[config.mk]
export PLATFORM = sky130hd
export DESIGN_NAME = jtag_dma_master
export DESIGN_NICKNAME = d
export VERILOG_FILES = /design/src/rtl/jtag_dma_master_pkg.sv /design/src/rtl/jtag_dma_master_watchdog.sv /design/src/rtl/jtag_dma_master.sv
export SDC_FILE = /design/constraint.sdc
export NUM_CORES = 1
export LEC_CHECK = 0
export BUFFER_PORTS_ARGS = -buffer_cell sky130_fd_sc_hd__buf_2
export CAP_MARGIN = 10
export CORE_ASPECT_RATIO = 0.9
export CORE_MARGIN = 2
export CORE_UTILIZATION = 30
export CTS_CLUSTER_SIZE = 40
export DETAILED_ROUTE_END_ITERATION = 16
export PLACE_DENSITY = 0.61
export SYNTH_ARGS = -nofsm -noshare
export SYNTH_HDL_FRONTEND = slang
export SYNTH_HIERARCHICAL = 1
export SYNTH_SLANG_ARGS = --single-unit
[constraint.sdc]
create_clock -name clock -period 3.4 [get_ports clock]
set_input_delay 0.17 -clock clock [delete_from_list [all_inputs] [get_ports clock]]
set_output_delay 0.17 -clock clock [all_outputs]
set_load 0.005 [all_outputs]
[src/rtl/jtag_dma_master_pkg.sv]
// Shared types and widths for the JTAG-side DMA bus master.
package jtag_dma_master_pkg;

  localparam int DATA_W          = 32;
  localparam int SIZE_W          = 8;
  localparam int BE_W            = 4;
  localparam int DEFAULT_TIMEOUT = 1024;

  typedef enum logic [2:0] {
    ST_IDLE,
    ST_REQUEST,
    ST_BEGIN,
    ST_WRITE,
    ST_READ,
    ST_ERROR,
    ST_END
  } state_t;

  typedef struct packed {
    logic              rnw;
    logic [DATA_W-1:0] addr;
    logic [SIZE_W-1:0] size;
    logic [BE_W-1:0]   be;
  } dma_cmd_t;

endpackage

[src/rtl/jtag_dma_master_watchdog.sv]
// Bus-progress watchdog: reloads while idle or on progress, expires on the
// TIMEOUT_CYCLES-th consecutive active cycle without progress.
module jtag_dma_master_watchdog #(
  parameter int TIMEOUT_CYCLES = 1024
) (
  input  logic clock,
  input  logic reset,
  input  logic active,
  input  logic progress,
  output logic expired
);

  localparam int CNT_W = $clog2(TIMEOUT_CYCLES + 1);

  logic [CNT_W-1:0] cnt_q, cnt_d;

  always_comb begin
    cnt_d = cnt_q;
    if (!active || progress)
      cnt_d = CNT_W'(TIMEOUT_CYCLES);
    else if (cnt_q != '0)
      cnt_d = cnt_q - 1'b1;
  end

  assign expired = active && !progress && (cnt_q <= CNT_W'(1));

  always_ff @(posedge clock) begin
    if (reset) cnt_q <= CNT_W'(TIMEOUT_CYCLES);
    else       cnt_q <= cnt_d;
  end

endmodule

[src/rtl/jtag_dma_master.sv]
// Burst DMA master between the JTAG burst buffer and the system bus.
// One command at a time; reports busy/done/sticky error back to the chain.
module jtag_dma_master
  import jtag_dma_master_pkg::*;
#(
  parameter int BUF_ADDR_W     = 8,
  parameter int TIMEOUT_CYCLES = DEFAULT_TIMEOUT
) (
  input  logic                  clock,
  input  logic                  reset,
  input  logic                  dmaStart,
  input  logic                  dmaReadNotWrite,
  input  logic [31:0]           dmaAddress,
  input  logic [7:0]            dmaBurstSize,
  input  logic [3:0]            dmaByteEnables,
  output logic                  dmaBusy,
  output logic                  dmaDone,
  output logic                  dmaError,
  output logic [BUF_ADDR_W-1:0] bufAddress,
  output logic                  bufWriteEnable,
  output logic [31:0]           bufWriteData,
  input  logic [31:0]           bufReadData,
  output logic                  requestTransaction,
  input  logic                  transactionGranted,
  output logic                  beginTransactionOut,
  output logic [31:0]           addressDataOut,
  output logic                  readNotWriteOut,
  output logic [7:0]            burstSizeOut,
  output logic [3:0]            byteEnablesOut,
  output logic                  dataValidOut,
  output logic                  endTransactionOut,
  input  logic [31:0]           addressDataIn,
  input  logic                  dataValidIn,
  input  logic                  endTransactionIn,
  input  logic                  busyIn,
  input  logic                  busErrorIn
);

  state_t      state_q, state_d;
  dma_cmd_t    cmd_q, cmd_d;
  logic [7:0]  beat_q, beat_d;
  logic        rd_full_q, rd_full_d;
  logic        err_q, err_d;
  logic        done_q, done_d;
  logic        skip_end_q, skip_end_d;

  logic        wd_active, wd_progress, wd_expired, abort;

  assign wd_active   = (state_q == ST_REQUEST) || (state_q == ST_WRITE) || (state_q == ST_READ);
  assign wd_progress = ((state_q == ST_REQUEST) && transactionGranted) ||
                       ((state_q == ST_WRITE)   && !busyIn) ||
                       ((state_q == ST_READ)    && dataValidIn);
  assign abort       = busErrorIn || wd_expired;

  jtag_dma_master_watchdog #(.TIMEOUT_CYCLES(TIMEOUT_CYCLES)) u_watchdog (
    .clock    (clock),
    .reset    (reset),
    .active   (wd_active),
    .progress (wd_progress),
    .expired  (wd_expired)
  );

  always_comb begin
    state_d             = state_q;
    cmd_d               = cmd_q;
    beat_d              = beat_q;
    rd_full_d           = rd_full_q;
    err_d               = err_q;
    skip_end_d          = skip_end_q;
    done_d              = 1'b0;
    bufAddress          = '0;
    bufWriteEnable      = 1'b0;
    bufWriteData        = '0;
    requestTransaction  = 1'b0;
    beginTransactionOut = 1'b0;
    addressDataOut      = '0;
    readNotWriteOut     = 1'b0;
    burstSizeOut        = '0;
    byteEnablesOut      = '0;
    dataValidOut        = 1'b0;
    endTransactionOut   = 1'b0;

    unique case (state_q)
      ST_IDLE: begin
        if (dmaStart) begin
          cmd_d     = '{rnw: dmaReadNotWrite, addr: dmaAddress,
                        size: dmaBurstSize, be: dmaByteEnables};
          err_d     = 1'b0;
          beat_d    = '0;
          rd_full_d = 1'b0;
          state_d   = ST_REQUEST;
        end
      end
      ST_REQUEST: begin
        requestTransaction = 1'b1;
        if (transactionGranted) begin
          state_d = ST_BEGIN;
        end else if (wd_expired) begin
          err_d      = 1'b1;
          skip_end_d = 1'b0;
          state_d    = ST_ERROR;
        end
      end
      ST_BEGIN: begin
        // bufAddress stays 0 here so beat 0 is already read out when WRITE starts
        requestTransaction  = 1'b1;
        beginTransactionOut = 1'b1;
        addressDataOut      = cmd_q.addr;
        readNotWriteOut     = cmd_q.rnw;
        burstSizeOut        = cmd_q.size;
        byteEnablesOut      = cmd_q.be;
        if (busErrorIn) begin
          err_d      = 1'b1;
          skip_end_d = 1'b0;
          state_d    = ST_ERROR;
        end else begin
          state_d = cmd_q.rnw ? ST_READ : ST_WRITE;
        end
      end
      ST_WRITE: begin
        requestTransaction = 1'b1;
        dataValidOut       = 1'b1;
        addressDataOut     = bufReadData;
        // Re-address the current beat while stalled so the buffer output holds
        bufAddress         = BUF_ADDR_W'(beat_q);
        if (abort) begin
          err_d      = 1'b1;
          skip_end_d = 1'b0;
          state_d    = ST_ERROR;
        end else if (!busyIn) begin
          beat_d     = beat_q + 1'b1;
          bufAddress = BUF_ADDR_W'(beat_q + 1'b1);
          if (beat_q == cmd_q.size) state_d = ST_END;
        end
      end
      ST_READ: begin
        requestTransaction = 1'b1;
        bufAddress         = BUF_ADDR_W'(beat_q);
        if (abort) begin
          err_d      = 1'b1;
          skip_end_d = 1'b1;
          state_d    = ST_ERROR;
        end else begin
          if (dataValidIn) begin
            if (rd_full_q) begin
              err_d = 1'b1;
            end else begin
              bufWriteEnable = 1'b1;
              bufWriteData   = addressDataIn;
              beat_d         = beat_q + 1'b1;
              if (beat_q == cmd_q.size) rd_full_d = 1'b1;
            end
          end
          if (endTransactionIn) begin
            state_d = ST_IDLE;
            done_d  = 1'b1;
          end
        end
      end
      ST_ERROR: begin
        requestTransaction = 1'b1;
        state_d            = skip_end_q ? ST_IDLE : ST_END;
        done_d             = skip_end_q;
      end
      ST_END: begin
        requestTransaction = 1'b1;
        endTransactionOut  = 1'b1;
        state_d            = ST_IDLE;
      end
      default: state_d = ST_IDLE;
    endcase

    if (state_d == ST_END) done_d = 1'b1;
  end

  assign dmaBusy  = (state_q != ST_IDLE) && (state_q != ST_END);
  assign dmaDone  = done_q;
  assign dmaError = err_q;

  always_ff @(posedge clock) begin
    if (reset) begin
      state_q    <= ST_IDLE;
      cmd_q      <= '0;
      beat_q     <= '0;
      rd_full_q  <= 1'b0;
      err_q      <= 1'b0;
      done_q     <= 1'b0;
      skip_end_q <= 1'b0;
    end else begin
      state_q    <= state_d;
      cmd_q      <= cmd_d;
      beat_q     <= beat_d;
      rd_full_q  <= rd_full_d;
      err_q      <= err_d;
      done_q     <= done_d;
      skip_end_q <= skip_end_d;
    end
  end

endmodule

==> results of run 1 <==
final timing paths:
path	startpoint	slack [ns]	endpoint
worst max-delay path	state_q[2]	0.24	bufWriteData[13]
worst min-delay path	dmaBurstSize[4]	0.08	cmd_q[8]
worst max register to register	state_q[0]	0.56	beat_q[1]
worst min register to register	cmd_q[1]	0.45	cmd_q[1]
synthesized netlist by cell type (4+ instances only):
master,count,area (sq um)
buf_2,5,25.0
nand2_1,120,450
a21oi_1,71,355
clkbuf_1,27,101
a211oi_1,4,30.0
inv_1,7,26.3
nor3_2,5,50.1
nor3_1,7,35.0
and3_1,7,43.8
xor2_1,9,78.8
o21ai_0,17,85.1
a31oi_1,7,43.8
and2_1,46,288
nor2_1,28,105
a22o_1,34,298
nand3_1,7,35.0
dfxtp_1,71,1420
nand2b_1,6,37.5
cells by family after synthesis:
family	after synthesis	synth area share, %
XOR/XNOR	12	2.64
buffers and inverters	46	5.15
adder cells (fa/ha/maj)	3	0.942
multiplexers	2	0.502
AND/OR/NAND/NOR	252	31.2
AO/OA/AOI/OAI	151	23.9
flip-flops	71	35.7
state kept, by name (all words and copies together), names as in the netlist:
signal,cells
skip_end_q,1
u_watchdog/cnt_q,11
state_q,3
cmd_q,45
dmaError,1
beat_q,8
dmaDone,1
rd_full_q,1
final cells by class:
cell class	instances	area, sq um
Fill cell	1328	7390
Tap cell	164	205
Timing Repair Buffer	219	1120
Clock buffer	14	284
Antenna cell	1	2.50
Multi-Input combinational cell	420	2370
Sequential cell	71	1420
Inverter	8	31.3
worst max-delay path, cell delays in order, from the launching register on:
cell       delay [ns]
dfxtp_1          0.31
buf_4            0.18
nand3b_1         0.19
o22ai_1          0.26
inv_1            0.07
o2111ai_1        0.09
nor2_1           0.13
or2_2            0.35
or4_4            0.57
clkinv_2         0.24
and2_1           0.17
buf_2            0.11
routing by layer:
metal,global-route usage [%],up-vias
li1,-,2241
met1,21.5,1985
met5,0,-
met4,4.81,0
met3,5.06,13
met2,29.7,209
repair_timing:
| action | in CTS | in global routing |
|---|---|---|
| setup buffers | 0 | 0 |
| gates resized for setup | 0 | 1 |
| hold buffers | 0 | 0 |
| endpoints found under the hold margin | 0 | 0 |
| endpoints found under the setup margin | 0 | 32 |
power by group:
| group | internal, mW | leakage (nW) | switching [mW] |
|---|---|---|---|
| registers | 0.915 | 0.580 | 0.0716 |
| logic | 0.273 | 1.96 | 0.373 |
| clock network | 0.566 | 0.141 | 0.329 |
| total | 1.75 | 2.68 | 0.773 |
==> run summary, run 1 <==
Status = completed
M1 wire length = 5.46 mm
Worst hold stages = 3
Setup tns final = 0 ns
Period minus WS final = 3.16 ns
Io pins = 210
Dpl hpwl = 9.43 mm
Detailed Route WL = 12.8 mm
Uppermost layer routed = met4
Setup Skew = 0.00671 ns
Die ar. = 14200 sq um
Global route overflow = 0
Final Power = 2.53 mW
Worst Tran Pin Value = 0.792 ns
Clock Latency Late Sink = 0.32 ns
Period Utilization, post-route = 93.0%
Pwr/cell area = 465 nW/um^2
Placed Area = 5150 sq um
Global-route wire length before repair = 20.1 mm
Static Leakage = 2.68 nW
Post-synth EDFFs = 0
Clk sinks = 71
Most common cell after layout, fill and taps aside = buf_2
Final Hold Vio Count = 0
Die height = 113 um
# rows = 39
Highest Clock Rate = 0.316 GHz
Rel. slew slack = 47.1%
Register area share after synthesis = 35.7%
Peak supply drop = 0.000229 V
Syn avg cell area = 7.42 sq um
Crit Path Class = reg2out
Crit start category = register
Largest net degree at the start of global routing = 48
Unrepaired setup endpoints after global routing = false
CTS tree = yes
Initial core utilization = 31.1%
DR pass1 iterations = 5
Most frequent cells in the layout = buf_2 (209), nand2_1 (120), a21oi_1 (71), dfxtp_1 (71), and2_1 (46)
Num CTS Buffers = 9
Clock buffer depth = 2
Final worst slack = 0.238 ns
Synth Register Bits = 71
Netlist cell types = 53
Dominant synthesized flop cell = dfxtp_1
Area grow syn2layout = 36.5%
Synth Warn # = 6
Synthesized area = 3990 sq um
Synth async-reset ratio = 0%
HP Class = in2reg
CORE AREA = 12800 sq um
R2r worst-path depth = 10
Critical path arrival = 2.99 ns
Drt drc = 0
Post-Syn Instances = 537
Critical path required time = 3.23 ns
Max Cap Viol = 0
Non-Filler Cell Area, Final = 5440 sq um
Dpl cells = 882
Die width = 126 um
Total track usage = 17.4%
PortBufs = 209
Clk slew on worst S/H paths = 0.06 ns
Final core utilization = 42.4%
Final setup fails = 0
Max-slew violation count = 0
Routed WL per cell = 14.2 um
Placer Congestion = 0.845
H-tree depth = 3
Non-Filler Instances = 897
DRT iter0 DRCs = 268
Vias in the first global route = 3981
Share of cells above drive strength 1 = 34.0%
Element type at the critical path end = output pin
Via-to-Cell Ratio = 4.96
CTS root buf = clkbuf_16
Antenna Nets Post-Route = 0
Met2 wire length = 5.91 mm
Mapped Nets = 657
CP max FO = 33
Via count = 4448
WL met3 = 1.22 mm
Placement Setup Slack = 0.542 ns
Nets = 849
WHS = 0.0799 ns
Antenna violations before repair = 2
Power figures use the tool's default switching activity.
==> run 2, diff against run 1 <==
- CORE_ASPECT_RATIO: 0.9 -> not set
==> run 2 against run 1 <==
  * Sequential power about the same
  * Non-clock buffer count is 2 higher
  * Clock power up 7.3%
  * Utilization shrank 0.43 points
  * Global-route usage is 0.16 points higher
  * Highest routed layer unchanged
  * Hold slack got worse by 0.0099 ns
  * Via count grew 0.63%
  * Count of clock-buffer cells in the layout fell by 5
  * Critical path type unchanged
  * Sequential share of layout area shrank 0.24 points
  * Critical path depth did not move
==> run summary, run 2 (same netlist as run 1, synthesis figures left out) <==
Clock buffer depth = 2
Dpl hpwl = 9.27 mm
Top flop regs = cmd_q x45, u_watchdog/cnt_q x11, beat_q x8
Routed WL per cell = 14.0 um
Largest net degree at the start of global routing = 48
Critical Path Slowest Stage Cell = or4_4
Period minus WS final = 3.15 ns
Setup tns final = 0 ns
Global route overflow = 0
Clk sinks = 71
R2r worst-path depth = 10
Post-CTS Setup Inserts = 0
CP max FO = 33
Crit path to = bufWriteData[27]
DRT iter0 DRCs = 231
Post-CTS sizing = 0
Number of cells on the critical path = 11
Dpl cells = 896
Crit-path cells = buf_4, nand3b_1, o22ai_1, inv_1, o2111ai_1, nor2_1, or2_2, or4_4, inv_4, and2_1, buf_2
Clk slew on worst S/H paths = 0.06 ns
DR pass1 iterations = 5
Vias in the first global route = 4128
Die width = 119 um
Unrepaired setup endpoints after global routing = false
Placement Setup Slack = 0.550 ns
Worst hold stages = 3
Rel. slew slack = 53.0%
Critical path arrival = 2.98 ns
Flop-to-flop setup slack = 0.64 ns
Final worst slack = 0.250 ns
CTS tree = yes
CORE AREA = 13100 sq um
Via count = 4476
Final setup fails = 0
Crit start category = register
Total track usage = 17.6%
Antenna violations before repair = 0
Die ar. = 14200 sq um
Area grow syn2layout = 37.7%
Initial core utilization = 30.5%
Static Leakage = 2.69 nW
Final Hold Vio Count = 0
Num CTS Buffers = 9
Global-route wire length before repair = 20.1 mm
HP Class = in2reg
Io pins = 210
Period Utilization, post-route = 92.6%
Drt drc = 0
Element type at the critical path end = output pin
Max Cap Viol = 0
Clock Latency Late Sink = 0.33 ns
Highest Clock Rate = 0.317 GHz
Placer Congestion = 0.902
Antenna Nets Post-Route = 0
Top reg by flops = cmd_q
Max FFs per register = 45
H-tree depth = 3
PortBufs = 209
Share of cells above drive strength 1 = 34.5%
Peak per-stage delay on the critical path = 0.58 ns
Crit Path Class = reg2out
Reg2reg end = beat_q[3]
Final Power = 2.59 mW
CTS Hold Buffers Added = 0
Via-to-Cell Ratio = 4.91
Critical path required time = 3.23 ns
Max-slew violation count = 0
Final-layout fill cell count = 1407
Critical Path Source = state_q[2]
Detailed Route WL = 12.7 mm
Most common cell after layout, fill and taps aside = buf_2
Top delay family on crit path = simple AND/OR/NAND/NOR gates
Setup Skew = 0.00524 ns
Worst Tran Pin Value = 0.705 ns
Nets = 851
Status = completed
Non-Filler Instances = 912
Diodes inserted = 0
Die height = 119 um
Most frequent cells in the layout = buf_2 (209), nand2_1 (120), a21oi_1 (71), dfxtp_1 (71), and2_1 (46)
Pwr/cell area = 472 nW/um^2
Reg2reg start = state_q[0]
CTS root buf = clkbuf_16
Buf+Inv Stages, Crit Path = 4
# rows = 42
Peak supply drop = 0.000238 V
## run 2: changes by cell type in the layout (fill, tap and decap cells not counted), moves of 2 or more
cell,previous run,this run
inv_6,0,3
clkbuf_8,4,0
buf_4,10,12
clkinvlp_4,0,2
## run 2: stage by stage
step | cell area, sq um | hold WS (ns) | utilization [%]
floorplan | 3990 | 0.265 | -
global placement | 5180 | 0.413 | 39.6
detailed placement | 5180 | 0.415 | 39.6
CTS | 5490 | 0.0567 | 41.9
global route | 5490 | 0.0595 | 42.0
finish | 5490 | 0.0701 | 42.0
## run 2: how the worst min path moves through the flow
stage                   start              endpoint  slack, ns
2_1_floorplan           reset  u_watchdog/cnt_q[10]       0.27
6_report       dmaAddress[17]             cmd_q[29]       0.07
4_1_cts        dmaAddress[23]             cmd_q[35]       0.06
3_3_place_gp   dmaAddress[27]             cmd_q[39]       0.41
3_5_place_dp   dmaAddress[25]             cmd_q[37]       0.42
5_1_grt        dmaAddress[17]             cmd_q[29]       0.06
## run 2: area by class of cell
type                       count  area [sq um]  share of cell area (%)
multi-input combinational    420          2370                    43.3
clock buffer                   9           225                    4.10
inverter                       8          32.5                   0.593
sequential                    71          1420                    25.9
clock inverter                 7          80.1                    1.46
timing repair buffer         221          1140                    20.7
tap                          176           220                    4.01
## run 2: power breakdown
group / internal (mW) / leakage [nW] / switching, mW
logic: 0.273 / 1.97 / 0.371
registers: 0.915 / 0.580 / 0.0693
clock network: 0.577 / 0.143 / 0.383
## run 2: worst reg2reg max path: stages (launching register included)
cell and delay (ns):
dfxtp_1 0.45, buf_4 0.22, inv_1 0.12, o21ai_0 0.31, o2111ai_1 0.16, nor2_1 0.29
or3_1 0.33, nor2_2 0.11, a21oi_1 0.44, a21oi_1 0.11, nor3_2 0.16
## run 2: routing by layer
layer / wire length [um] / vias to the layer above / global-route usage, %
li1: - / 2249 / -
met1: 5490 / 2031 / 21.4
met2: 5970 / 180 / 29.9
met3: 1020 / 16 / 3.88
met4: 243 / 0 / 7.37
met5: 0 / - / 0
